**config.mk**
```make
export PLATFORM = sky130hd
export DESIGN_NAME = shift_sequencer
export DESIGN_NICKNAME = d
export VERILOG_FILES = /design/src/rtl/shift_seq_pkg.sv /design/src/rtl/shift_sequencer.sv
export SDC_FILE = /design/constraint.sdc
export NUM_CORES = 1
export LEC_CHECK = 0
export CAP_MARGIN = 25
export CORE_UTILIZATION = 41
export CTS_CLUSTER_DIAMETER = 80
export DETAILED_ROUTE_END_ITERATION = 7
export HOLD_SLACK_MARGIN = 0.02
export PLACE_DENSITY = 0.81
export SKIP_LAST_GASP = 1
export SYNTH_ARGS = -nofsm -noshare
export SYNTH_HDL_FRONTEND = slang
export SYNTH_SLANG_ARGS = --single-unit
```
**constraint.sdc**
```tcl
create_clock -name i_clk -period 2.4 [get_ports i_clk]
set_clock_uncertainty 0.15 [all_clocks]
set_input_delay 0.48 -clock i_clk [delete_from_list [all_inputs] [get_ports i_clk]]
set_output_delay 0.48 -clock i_clk [all_outputs]
set_load 0.01 [all_outputs]
```
**src/rtl/shift_seq_pkg.sv**
```systemverilog
// rtl/shift_seq_pkg.sv - state encoding and shift-register select codes for shift_sequencer
package shift_seq_pkg;

  typedef enum logic [2:0] {
    ST_IDLE  = 3'd0,
    ST_LOAD  = 3'd1,
    ST_SHIFT = 3'd2,
    ST_DONE  = 3'd3,
    ST_CLEAR = 3'd4
  } state_t;

  localparam logic [2:0] HOLD = 3'd0;
  localparam logic [2:0] LOAD = 3'd1;
  localparam logic [2:0] SHR  = 3'd2;
  localparam logic [2:0] SHL  = 3'd3;
  localparam logic [2:0] ROR  = 3'd4;
  localparam logic [2:0] ROL  = 3'd5;
  localparam logic [2:0] ASR  = 3'd6;
  localparam logic [2:0] ASL  = 3'd7;

  // Only codes that actually move bits are legal command ops.
  function automatic logic op_is_shift(input logic [2:0] op);
    return (op >= SHR);
  endfunction

endpackage

```
**src/rtl/shift_sequencer.sv**
```systemverilog
// rtl/shift_sequencer.sv - sequences load/shift/read-back of an external shift register
module shift_sequencer
  import shift_seq_pkg::*;
#(
  parameter int DATA_WIDTH = 16,
  parameter int AMT_WIDTH  = 5
) (
  input  logic                  i_clk,
  input  logic                  i_rstn,
  input  logic                  i_cmd_valid,
  output logic                  o_cmd_ready,
  input  logic [2:0]            i_cmd_op,
  input  logic [AMT_WIDTH-1:0]  i_cmd_amt,
  input  logic [DATA_WIDTH-1:0] i_cmd_data,
  input  logic                  i_cmd_fill,
  input  logic                  i_abort,
  output logic [2:0]            o_sr_s,
  output logic [DATA_WIDTH-1:0] o_sr_d,
  output logic                  o_sr_rin,
  output logic                  o_sr_lin,
  output logic                  o_sr_rst,
  input  logic [DATA_WIDTH-1:0] i_sr_q,
  output logic                  o_res_valid,
  input  logic                  i_res_ready,
  output logic [DATA_WIDTH-1:0] o_res_data,
  output logic                  o_res_err
);

  localparam logic [AMT_WIDTH-1:0] AMT_MAX = AMT_WIDTH'(DATA_WIDTH);
  localparam logic [AMT_WIDTH-1:0] AMT_ONE = AMT_WIDTH'(1);

  state_t                r_state;
  state_t                w_next;
  logic [2:0]            r_op;
  logic [AMT_WIDTH-1:0]  r_cnt;
  logic [DATA_WIDTH-1:0] r_data;
  logic                  r_fill;
  logic                  r_err;

  logic                  w_accept;
  logic                  w_illegal;
  logic [AMT_WIDTH-1:0]  w_eff_amt;

  assign w_accept  = (r_state == ST_IDLE) && i_cmd_valid;
  assign w_illegal = !op_is_shift(i_cmd_op);
  // Clamp rather than wrap: shifting past the full width must saturate.
  assign w_eff_amt = (i_cmd_amt > AMT_MAX) ? AMT_MAX : i_cmd_amt;

  always_ff @(posedge i_clk or negedge i_rstn) begin
    if (!i_rstn) begin
      r_state <= ST_IDLE;
    end else begin
      r_state <= w_next;
    end
  end

  always_ff @(posedge i_clk or negedge i_rstn) begin
    if (!i_rstn) begin
      r_op   <= HOLD;
      r_cnt  <= '0;
      r_data <= '0;
      r_fill <= 1'b0;
      r_err  <= 1'b0;
    end else begin
      if (w_accept) begin
        r_op   <= i_cmd_op;
        r_cnt  <= w_eff_amt;
        r_data <= i_cmd_data;
        r_fill <= i_cmd_fill;
        r_err  <= w_illegal;
      end else if ((r_state == ST_SHIFT) && (r_cnt != '0)) begin
        r_cnt <= r_cnt - AMT_ONE;
      end else if (r_state == ST_CLEAR) begin
        r_cnt <= '0;
      end
    end
  end

  always_comb begin
    w_next      = r_state;
    o_cmd_ready = 1'b0;
    o_sr_s      = HOLD;
    o_sr_d      = '0;
    o_sr_rin    = 1'b0;
    o_sr_lin    = 1'b0;
    o_sr_rst    = 1'b0;
    o_res_valid = 1'b0;
    o_res_data  = '0;
    o_res_err   = 1'b0;

    case (r_state)
      ST_IDLE: begin
        o_cmd_ready = 1'b1;
        if (i_cmd_valid) begin
          w_next = w_illegal ? ST_DONE : ST_LOAD;
        end
      end
      ST_LOAD: begin
        o_sr_s = LOAD;
        o_sr_d = r_data;
        if (i_abort) begin
          w_next = ST_CLEAR;
        end else if (r_cnt != '0) begin
          w_next = ST_SHIFT;
        end else begin
          w_next = ST_DONE;
        end
      end
      ST_SHIFT: begin
        o_sr_s   = r_op;
        o_sr_rin = r_fill;
        o_sr_lin = r_fill;
        if (i_abort) begin
          w_next = ST_CLEAR;
        end else if (r_cnt == AMT_ONE) begin
          w_next = ST_DONE;
        end
      end
      ST_DONE: begin
        // Abort wins over a same-cycle result handshake, so valid is withdrawn.
        o_res_valid = !i_abort;
        o_res_data  = r_err ? r_data : i_sr_q;
        o_res_err   = r_err;
        if (i_abort) begin
          w_next = ST_CLEAR;
        end else if (i_res_ready) begin
          w_next = ST_IDLE;
        end
      end
      ST_CLEAR: begin
        o_sr_rst = 1'b1;
        w_next   = ST_IDLE;
      end
      default: begin
        w_next = ST_IDLE;
      end
    endcase
  end

endmodule

```
[Word-level counts from Yosys, hierarchy flattened]
Cells that the tools add are included.
Cells by class
  mux-type cells: 22
  reduce and logical (&&, ||, !) cells: 8
  add/sub/neg operators: 1
  $lt $le $gt $ge: 2
  equal/unequal tests: 8
Operators with widths (count)
  16-bit 2-to-1 mux: 3
  5-bit 2-to-1 mux: 4
  3-bit 2-to-1 mux: 6
  3-bit case mux with 4 select lines: 1
  3-bit by 2-bit == test with 1-bit output (second input constant): 2
  1-bit 2-to-1 mux: 6
  3-bit case mux with 2 select lines: 1
  5-bit by 1-bit == test with 1-bit output (second input constant): 1
  5-bit > comparator (second input constant): 1
  5-bit nonzero test: 1
  5-bit by 1-bit subtractor with 5-bit output (second input constant): 1
  3-bit by 1-bit == test with 1-bit output (second input constant): 1
  3-bit == test (second input constant): 1
  3-bit by 2-bit greater-or-equal comparator with 1-bit output (second input constant): 1
  3-bit zero test: 1
  3-bit by 2-bit inequality test with 1-bit output (second input constant): 1
  3-bit inequality test (second input constant): 1
  3-bit AND reduction: 1
  3-bit nonzero test: 1
  1-bit logical AND: 2
  1-bit zero test: 2
  2-bit 2-to-1 mux: 1
  2-bit inequality test (second input constant): 1
Word-level totals
  register bits after elaboration: 29
  bits of input ports: 46

[Logic depth before layout (Yosys ltp)]
Gate-level depths: netlist of the first run.
  depth in word-level cells: 4
  gate-level depth with buffers: 6
  depth with buffers taken out: 6

[Least setup slack after synthesis of the first run]
OpenSTA, ideal clock, no wires.
  kind: reg-to-output
  start point: register r_state[1]
  end point: output o_res_data[10]
  required time: 1.770 ns
  setup slack: 0.440 ns
  arrival time: 1.330 ns
  stages on the path, launching flop included: 7
  path through: dfrtp_1 buf_6 inv_1 or3_1 buf_2 buf_6 nor2_1
On the way
  longest elaborated chain between the ends: 2
RTL lines
  from (decl): RTL line shift_sequencer.sv:32  | state_t r_state;
  from (signal assigned): RTL line shift_sequencer.sv:53  | r_state <= w_next;
  3-bit by 2-bit == test with 1-bit output: RTL line shift_sequencer.sv:91  | case (r_state)
  16-bit 2-to-1 mux: RTL line shift_sequencer.sv:91
  to (decl): RTL line shift_sequencer.sv:25  | output logic [DATA_WIDTH-1:0] o_res_data,
Every way passes these cells.

[Worst setup path in the final report of the first run]
  start point: register r_state[1]
  end point: output o_sr_d[7]
On the way
  longest elaborated chain between the ends: 2
RTL lines
  3-bit by 1-bit == test with 1-bit output: RTL line shift_sequencer.sv:91
  16-bit 2-to-1 mux: RTL line shift_sequencer.sv:91
  to (decl): RTL line shift_sequencer.sv:18  | output logic [DATA_WIDTH-1:0] o_sr_d,
Every way passes these cells.

==> results by group, run 1 <==
Synth
  – Post-synthesis sequential element count: 29
  – Cell type contributing the most total cell area after synthesis: sky130_fd_sc_hd__dfrtp_1
  – Post-synth top area share: 40.7%
  – Post-synthesis mux area share: 23.7%
  – Sequential element share of the synthesized area: 40.7%
  – Largest family of logic cells by synthesized area: multiplexers
  – Fraction of synthesized cell area in xor and xnor cells: 0%
  – Fraction of the mapped netlist area in adder cells: 1.40%
  – Leading register cell type out of synthesis: sky130_fd_sc_hd__dfrtp_1
  – Total of warnings raised by yosys: 0
  – Net count after synthesis: 217
  – Summed instance area of the synthesized netlist: 0.00178 mm^2
  – Compound-cell area share of the yosys netlist: 6.25%
  – Simple-Gate Fraction of Synth Area: 21.9%
  – Asr flop ratio synth: 100%
  – Post-Synthesis Mean Instance Area: 10.5 um^2
  – Post-synthesis cell type count: 34
  – Number of flops mapped to enable cells by yosys: 0
  – Top cells by area in the synthesized netlist: sky130_fd_sc_hd__dfrtp_1 41%, sky130_fd_sc_hd__mux2i_1 9.0%, sky130_fd_sc_hd__mux2_4 8.4%, sky130_fd_sc_hd__and2_1 7.4%, sky130_fd_sc_hd__nor2_1 4.8%
  – Number of instances in the synthesized netlist: 169

Global routing
  – Gr usage total: 22.1%
  – Initial antenna violation count: 0
  – Via count of the first global-routing pass: 1591
  – Met1 layer usage reported by global route: 26.0%
  – Met2 layer usage reported by global route: 38.6%
  – Remaining Overflow, GRT: 0
  – GR Util met3: 5.83%
  – First-pass GRT wire length: 7540 um
  – Pin count of the biggest net entering global routing: 30
  – Layer with the highest usage after global routing: met2

Layout
  – Most common cell after layout, fill and taps aside: sky130_fd_sc_hd__clkdlybuf4s50_1
  – Area grow syn2layout: 58.4%
  – Layout cells sized above 1: 16.8%
  – Number of diodes: 0
  – Number of fill cells in the layout: 335
  – Commonest non-fill, non-tap cells in the layout: 58 x sky130_fd_sc_hd__clkdlybuf4s50_1, 29 x sky130_fd_sc_hd__dfrtp_1, 25 x sky130_fd_sc_hd__dlygate4sd2_1, 23 x sky130_fd_sc_hd__nor2_1, 21 x sky130_fd_sc_hd__and2_1
  – Final cell utilization of the core: 69.0%
  – Final net count: 315

Routing
  – Drt pass-1 iters: 4
  – Initial DRC count: 49
  – Antenna Nets Post-Route: 0
  – DRC violations left: 0
  – Routed vias/inst: 5.11
  – Average wire per cell in the routed design: 14.9 um
  – Total via count after detailed routing: 1624
  – Total length of routed wires: 4750 um

Min path
  – Type of the worst min-delay path: reg2reg
  – Launch point of the worst hold path: r_op[1]$_DFFE_PN0P_
  – Number of cells traversed by the worst hold path: 1
  – Endpoint, Worst Hold: r_op[1]$_DFFE_PN0P_

Setup path
  – RR Endpoint: r_cnt[4]$_DFFE_PN0P_
  – FF-to-FF Start: r_state[0]$_DFFE_PN0P_
  – Worst r2r path cells: 8
  – Critical path's top delay family: buffers and inverters
  – Count of buffer and inverter cells on the critical path: 3
  – Worst path slowest cell: sky130_fd_sc_hd__clkdlybuf4s50_1
  – Maximum fanout count along the critical path: 12
  – Required time worst endpoint: 1770 ps
  – Worst setup path class: reg2out
  – Setup crit start kind: flip-flop
  – Maximum single-stage delay on the critical path: 550 ps
  – Category of the worst setup path capture point: output port
  – Cells along the critical path: buf_4 > nor3_4 > buf_6 > and2_1 > clkdlybuf4s50_1
  – Arrival time at the worst endpoint: 1920 ps
  – Setup slack of the worst register-to-register path: 430 ps

Clocking
  – TritonCTS clock tree: built
  – Max Root-Sink Buffers: 2
  – Latest clock arrival within the worst-skew pair: 280 ps
  – Post-cts hold buffer count: 0
  – Number of levels in the clock H-tree: 2
  – TritonCTS buffer count: 5
  – Cell at the root of the clock tree: sky130_fd_sc_hd__clkbuf_8
  – Clock sink total: 29
  – Clock slew seen by the registers of the worst setup and hold paths: 60 ps

Power
  – Leakage Power: 1.32 nW
  – Internal power contribution: 1.90 mW
  – Switching power as a share of total power: 36.9%
  – Part of the power in registers: 29.7%
  – Maximum vdd ir drop: 0.000653 V
  – Portion of total power attributed to the clock network: 12.8%
  – Switching power of the nets: 1.11 mW
  – Power density cells: 1070 mW/mm^2
  – Post-route total power: 3.02 mW
  – Combinational group share of total power: 57.5%

STA
  – Number of endpoints failing setup at the final stage: 11
  – Final worst path period need: 2550 ps
  – F_max: 0.392 GHz
  – Worst slew pin tran: 402 ps
  – Number of hold violations in the final report: 0
  – Pins over their slew limit: 0
  – Max_slew headroom: 72.8%
  – Period utilization: 106%
  – Unrepaired setup endpoints after global routing: yes
  – Smallest setup slack after layout: -151 ps
  – Tightest hold margin: 331 ps

Placed design
  – Count of buffers inserted at the top-level ports: 86
  – Final Wtd Congestion: 0.867
  – DP Wirelength: 3500 um

Floorplanning
  – DIE WIDTH: 67.9 um
  – Area of the die: 0.00461 mm^2
  – Floorplan die height: 67.9 um
  – Number of top-level design ports: 87
  – Initial Util: 43.6%
  – Core region area: 0.00409 mm^2
  – Site row count: 23

Run status
  – Outcome: complete, but fails checks
  – Failing checks: setup timing

Run
  – Max cap viols: 0
-- layer usage --
| metal | vias to the layer above | wire length [um] |
|---|---|---|
| met1 | 776 | 2020 |
| met5 | - | 0 |
| met4 | 0 | 90 |
| li1 | 776 | - |
| met3 | 11 | 305 |
| met2 | 61 | 2330 |
-- synth_stat cells (4+ instances only) --
| master | n |
|---|---|
| sky130_fd_sc_hd__dfrtp_1 | 29 |
| sky130_fd_sc_hd__nor2_1 | 23 |
| sky130_fd_sc_hd__and2_1 | 21 |
| sky130_fd_sc_hd__mux2i_1 | 16 |
| sky130_fd_sc_hd__mux2_4 | 10 |
| sky130_fd_sc_hd__nand2_1 | 9 |
| sky130_fd_sc_hd__mux2_1 | 7 |
| sky130_fd_sc_hd__buf_6 | 5 |
| sky130_fd_sc_hd__buf_2 | 4 |
| sky130_fd_sc_hd__inv_1 | 4 |
| sky130_fd_sc_hd__nor3_1 | 4 |
-- flip-flops by register name, indices dropped and copies added, names as in the netlist --
| name | count |
|---|---|
| r_cnt | 5 |
| r_fill | 1 |
| r_err | 1 |
| r_op | 3 |
| r_data | 16 |
| r_state | 3 |
-- worst max path at each step --
stage                      startpoint        endpoint  depth (start not counted)
6_report       r_state[1]$_DFFE_PN0P_       o_sr_d[7]                          5
5_1_grt        r_state[1]$_DFFE_PN0P_       o_sr_d[7]                          5
4_1_cts        r_state[1]$_DFFE_PN0P_       o_sr_d[7]                          5
3_5_place_dp                i_sr_q[7]   o_res_data[7]                          4
3_3_place_gp                  i_abort     o_res_valid                          3
2_1_floorplan  r_state[1]$_DFFE_PN0P_  o_res_data[10]                          6
-- worst register-to-register path, cell delays in order (launching register included) --
cell and delay, ps:
sky130_fd_sc_hd__dfrtp_1 390, sky130_fd_sc_hd__buf_4 180, sky130_fd_sc_hd__nor3b_4 240, sky130_fd_sc_hd__buf_4 150
sky130_fd_sc_hd__buf_4 100, sky130_fd_sc_hd__buf_4 100, sky130_fd_sc_hd__nand2_1 70, sky130_fd_sc_hd__o311ai_0 380
sky130_fd_sc_hd__nand2_1 90
-- cell type report --
class | count | area, um^2 | share of cell area, %
repair buffers | 102 | 971 | 34.4
clock buffers | 6 | 72.6 | 2.57
flip-flops and latches | 29 | 726 | 25.7
multi-input cells | 124 | 961 | 34.1
well taps | 50 | 62.6 | 2.22
clock inverters | 2 | 10.0 | 0.355
inverters | 5 | 18.8 | 0.665
-- logic make-up after synthesis --
kind of cell / count (synthesis)
AND/OR/NAND/NOR: 70
AO/OA/AOI/OAI: 16
buffers and inverters: 16
multiplexers: 36
flip-flops: 29
adder cells (fa/ha/maj): 2
-- repair_timing --
| action | CTS | global route |
|---|---|---|
| setup buffers | 2 | 1 |
| pin swaps | 1 | 1 |
| gates resized for setup | 30 | 5 |
| endpoints found under the setup margin | 39 | 15 |
-- stage by stage --
step | worst slack, ps | setup TNS (ps) | std cells | area, um^2
after floorplan | 440 | 0 | 169 | 1780
after global placement | 135 | 0 | 307 | 2740
after detailed placement | 75.6 | 0 | 307 | 2740
after CTS | -159 | -1560 | 317 | 2820
after global routing | -230 | -2330 | 318 | 2820
final | -151 | -1340 | 318 | 2820
-- power groups by stage --
stage          registers (mW)  logic, mW  clock network, mW
6_report                0.897       1.74              0.385
5_1_grt                 0.935       1.88              0.416
4_1_cts                 0.896       1.75              0.393
3_5_place_dp            0.902       1.76                  0
3_3_place_gp            0.889       1.71                  0
2_1_floorplan           0.842       1.09                  0
Note: power is estimated with default switching activity, not from simulation.
==> inputs of run 2 (changes only) <==
--- a/config.mk
+++ b/config.mk
@@ -10,7 +10,7 @@
 export CTS_CLUSTER_DIAMETER = 80
 export DETAILED_ROUTE_END_ITERATION = 7
 export HOLD_SLACK_MARGIN = 0.02
-export PLACE_DENSITY = 0.81
+export PLACE_DENSITY_LB_ADDON = 0.15
 export SKIP_LAST_GASP = 1
 export SYNTH_ARGS = -nofsm -noshare
 export SYNTH_HDL_FRONTEND = slang
==> run 2 against run 1 <==
  * The run still ends with setup timing left
  * Register-to-register slack better by 160 ps
  * Routed wire length is 5.2% lower
  * Final cell count is 0.94% lower
==> results by group, run 2 (synthesis gave the netlist of run 1 again) <==
Global routing
  – Remaining Overflow, GRT: 0 (unchanged)
  – Initial antenna violation count: 0 (unchanged)
  – Gr usage total: 20.9% (was 22.1%)
  – Pin count of the biggest net entering global routing: 30 (unchanged)
  – Via count of the first global-routing pass: 1538 (was 1591)
  – First-pass GRT wire length: 7070 um (was 7540 um)

STA
  – Unrepaired setup endpoints after global routing: yes (unchanged)
  – Number of hold violations in the final report: 0 (unchanged)
  – Pins over their slew limit: 0 (unchanged)
  – Smallest setup slack after layout: -18.2 ps (was -151 ps)
  – F_max: 0.414 GHz (was 0.392 GHz)
  – Worst slew pin tran: 580 ps (was 402 ps)
  – Number of endpoints failing setup at the final stage: 13 (was 11)
  – Period utilization: 101% (was 106%)
  – Final worst path period need: 2420 ps (was 2550 ps)
  – Max_slew headroom: 60.9% (was 72.8%)

Setup path
  – Category of the worst setup path capture point: output port (unchanged)
  – Maximum single-stage delay on the critical path: 540 ps (was 550 ps)
  – Count of buffer and inverter cells on the critical path: 2 (was 3)
  – Worst setup path class: reg2out (unchanged)
  – Maximum fanout count along the critical path: 14 (was 12)
  – RR Endpoint: r_cnt[2]$_DFFE_PN0P_ (was r_cnt[4]$_DFFE_PN0P_)
  – Total stage count of the critical path: 4 (was 5)
  – Worst path slowest cell: sky130_fd_sc_hd__clkdlybuf4s50_1 (unchanged)
  – Required time worst endpoint: 1770 ps (about the same)
  – Cells along the critical path: nor3_4 > buf_6 > and2_1 > clkdlybuf4s50_1 (was buf_4 > nor3_4 > buf_6 > and2_1 > clkdlybuf4s50_1)
  – Arrival time at the worst endpoint: 1790 ps (was 1920 ps)
  – Critical path's top delay family: buffers and inverters (unchanged)
  – Worst r2r path cells: 6 (was 8)
  – Setup crit start kind: flip-flop (unchanged)
  – Setup slack of the worst register-to-register path: 590 ps (was 430 ps)
  – FF-to-FF Start: r_state[1]$_DFFE_PN0P_ (was r_state[0]$_DFFE_PN0P_)

Clocking
  – TritonCTS clock tree: built (unchanged)
  – Post-cts hold buffer count: 0 (unchanged)
  – Cell at the root of the clock tree: sky130_fd_sc_hd__clkbuf_8 (unchanged)
  – TritonCTS buffer count: 5 (unchanged)
  – Latest clock arrival within the worst-skew pair: 260 ps (was 280 ps)
  – Clock slew seen by the registers of the worst setup and hold paths: 60 ps (about the same)
  – Clock sink total: 29 (unchanged)
  – Max Root-Sink Buffers: 2 (unchanged)
  – Number of levels in the clock H-tree: 2 (unchanged)

Min path
  – Endpoint, Worst Hold: r_op[1]$_DFFE_PN0P_ (unchanged)
  – Launch point of the worst hold path: r_op[1]$_DFFE_PN0P_ (unchanged)
  – Type of the worst min-delay path: reg2reg (unchanged)
  – Number of cells traversed by the worst hold path: 1 (unchanged)

Routing
  – Routed vias/inst: 4.98 (was 5.11)
  – Total length of routed wires: 4500 um (was 4750 um)
  – Drt pass-1 iters: 4 (unchanged)
  – Average wire per cell in the routed design: 14.3 um (was 14.9 um)
  – Initial DRC count: 33 (was 49)
  – DRC violations left: 0 (unchanged)
  – Total via count after detailed routing: 1569 (was 1624)
  – Antenna Nets Post-Route: 0 (unchanged)

Floorplanning
  – Area of the die: 0.00461 mm^2 (unchanged)
  – Site row count: 23 (unchanged)
  – Floorplan die height: 67.9 um (unchanged)
  – Initial Util: 43.6% (unchanged)
  – Number of top-level design ports: 87 (unchanged)
  – DIE WIDTH: 67.9 um (unchanged)
  – Core region area: 0.00409 mm^2 (unchanged)

Layout
  – Biggest register: r_data (unchanged)
  – Max FFs per register: 16 (unchanged)
  – Number of fill cells in the layout: 352 (was 335)
  – Most common cell after layout, fill and taps aside: sky130_fd_sc_hd__clkdlybuf4s50_1 (unchanged)
  – Number of diodes: 0 (unchanged)
  – Final net count: 313 (was 315)
  – Commonest non-fill, non-tap cells in the layout: 61 x sky130_fd_sc_hd__clkdlybuf4s50_1, 28 x sky130_fd_sc_hd__dfrtp_1, 22 x sky130_fd_sc_hd__nor2_1, 22 x sky130_fd_sc_hd__dlygate4sd2_1, 21 x sky130_fd_sc_hd__and2_1 (was 58 x sky130_fd_sc_hd__clkdlybuf4s50_1, 29 x sky130_fd_sc_hd__dfrtp_1, 25 x sky130_fd_sc_hd__dlygate4sd2_1, 23 x sky130_fd_sc_hd__nor2_1, 21 x sky130_fd_sc_hd__and2_1)
  – Area grow syn2layout: 59.2% (was 58.4%)
  – Final cell utilization of the core: 69.4% (was 69.0%)
  – Layout cells sized above 1: 15.5% (was 16.8%)
  – Biggest registers after layout: r_data x16, r_cnt x5 (unchanged)

Placed design
  – Count of buffers inserted at the top-level ports: 86 (unchanged)
  – Final Wtd Congestion: 0.824 (was 0.867)
  – DP Wirelength: 3230 um (was 3500 um)

Run status
  – Outcome: complete, but fails checks (unchanged)
  – Failing checks: setup timing (unchanged)

Power
  – Power density cells: 1070 mW/mm^2 (about the same)
  – Post-route total power: 3.02 mW (about the same)
  – Maximum vdd ir drop: 0.000489 V (was 0.000653 V)
  – Leakage Power: 1.33 nW (was 1.32 nW)

Run
  – Max cap viols: 0 (unchanged)
==> run 2: cell types whose count changed in the layout (fill, tap and decap cells not counted), sizes merged <==
| cell | delta |
|---|---|
| dlygate4sd2 | -3 |
| clkdlybuf4s50 | +3 |
| buf | -2 |
| dlymetal6s2s | +2 |
| clkinv | -2 |
| clkbuf | -1 |
==> run 2: worst max path at each step <==
stage / slack (ps) / from / to
after floorplan: 440 / r_state[1]$_DFFE_PN0P_ / o_res_data[10]
after global routing: -110 / r_state[2]$_DFFE_PN0P_ / o_sr_d[8]
after CTS: -130 / r_state[0]$_DFFE_PN0P_ / o_sr_lin
final: -20 / r_state[2]$_DFFE_PN0P_ / o_sr_d[6]
after detailed placement: 80 / r_state[1]$_DFFE_PN0P_ / o_res_data[8]
after global placement: 120 / r_state[1]$_DFFE_PN0P_ / o_res_err
==> run 2: where the power goes <==
part	internal [mW]	switching [mW]
Combinational	0.985	0.728
Sequential	0.729	0.187
Clock	0.227	0.167
Total	1.94	1.08
==> run 2: repair_timing <==
item,in CTS,in global routing
pin swaps,3,1
endpoints found under the setup margin,36,18
gates cloned,0,0
hold endpoints to repair,0,0
resized for setup,25,6
setup buffers,0,4
==> run 2: metrics by stage <==
stage | hold WS (ps) | std cells | setup TNS, ps | setup slack, ps | instance area (um^2)
2_1_floorplan | 34.4 | 169 | 0 | 440 | 1780
4_1_cts | 332 | 311 | -1160 | -127 | 2790
5_1_grt | 360 | 315 | -1350 | -114 | 2840
6_report | 327 | 315 | -130 | -18.2 | 2840
3_3_place_gp | 311 | 304 | 0 | 121 | 2720
3_5_place_dp | 318 | 304 | 0 | 78.7 | 2720
==> run 2: layout make-up <==
class	count	area, um^2	area share, %
clock buffer	7	86.3	3.04
sequential	29	727	25.6
timing repair buffer	100	978	34.5
tap	50	62.6	2.21
multi-input combinational	124	963	34.0
inverter	5	18.8	0.662
==> run 2: metal layers <==
metal	global-route usage (%)	up-vias	part of all wire, %
met5	0	-	0
met2	38.0	46	51
li1	-	770	-
met3	5.67	2	5.4
met1	23.5	751	43
met4	6.25	0	0.42
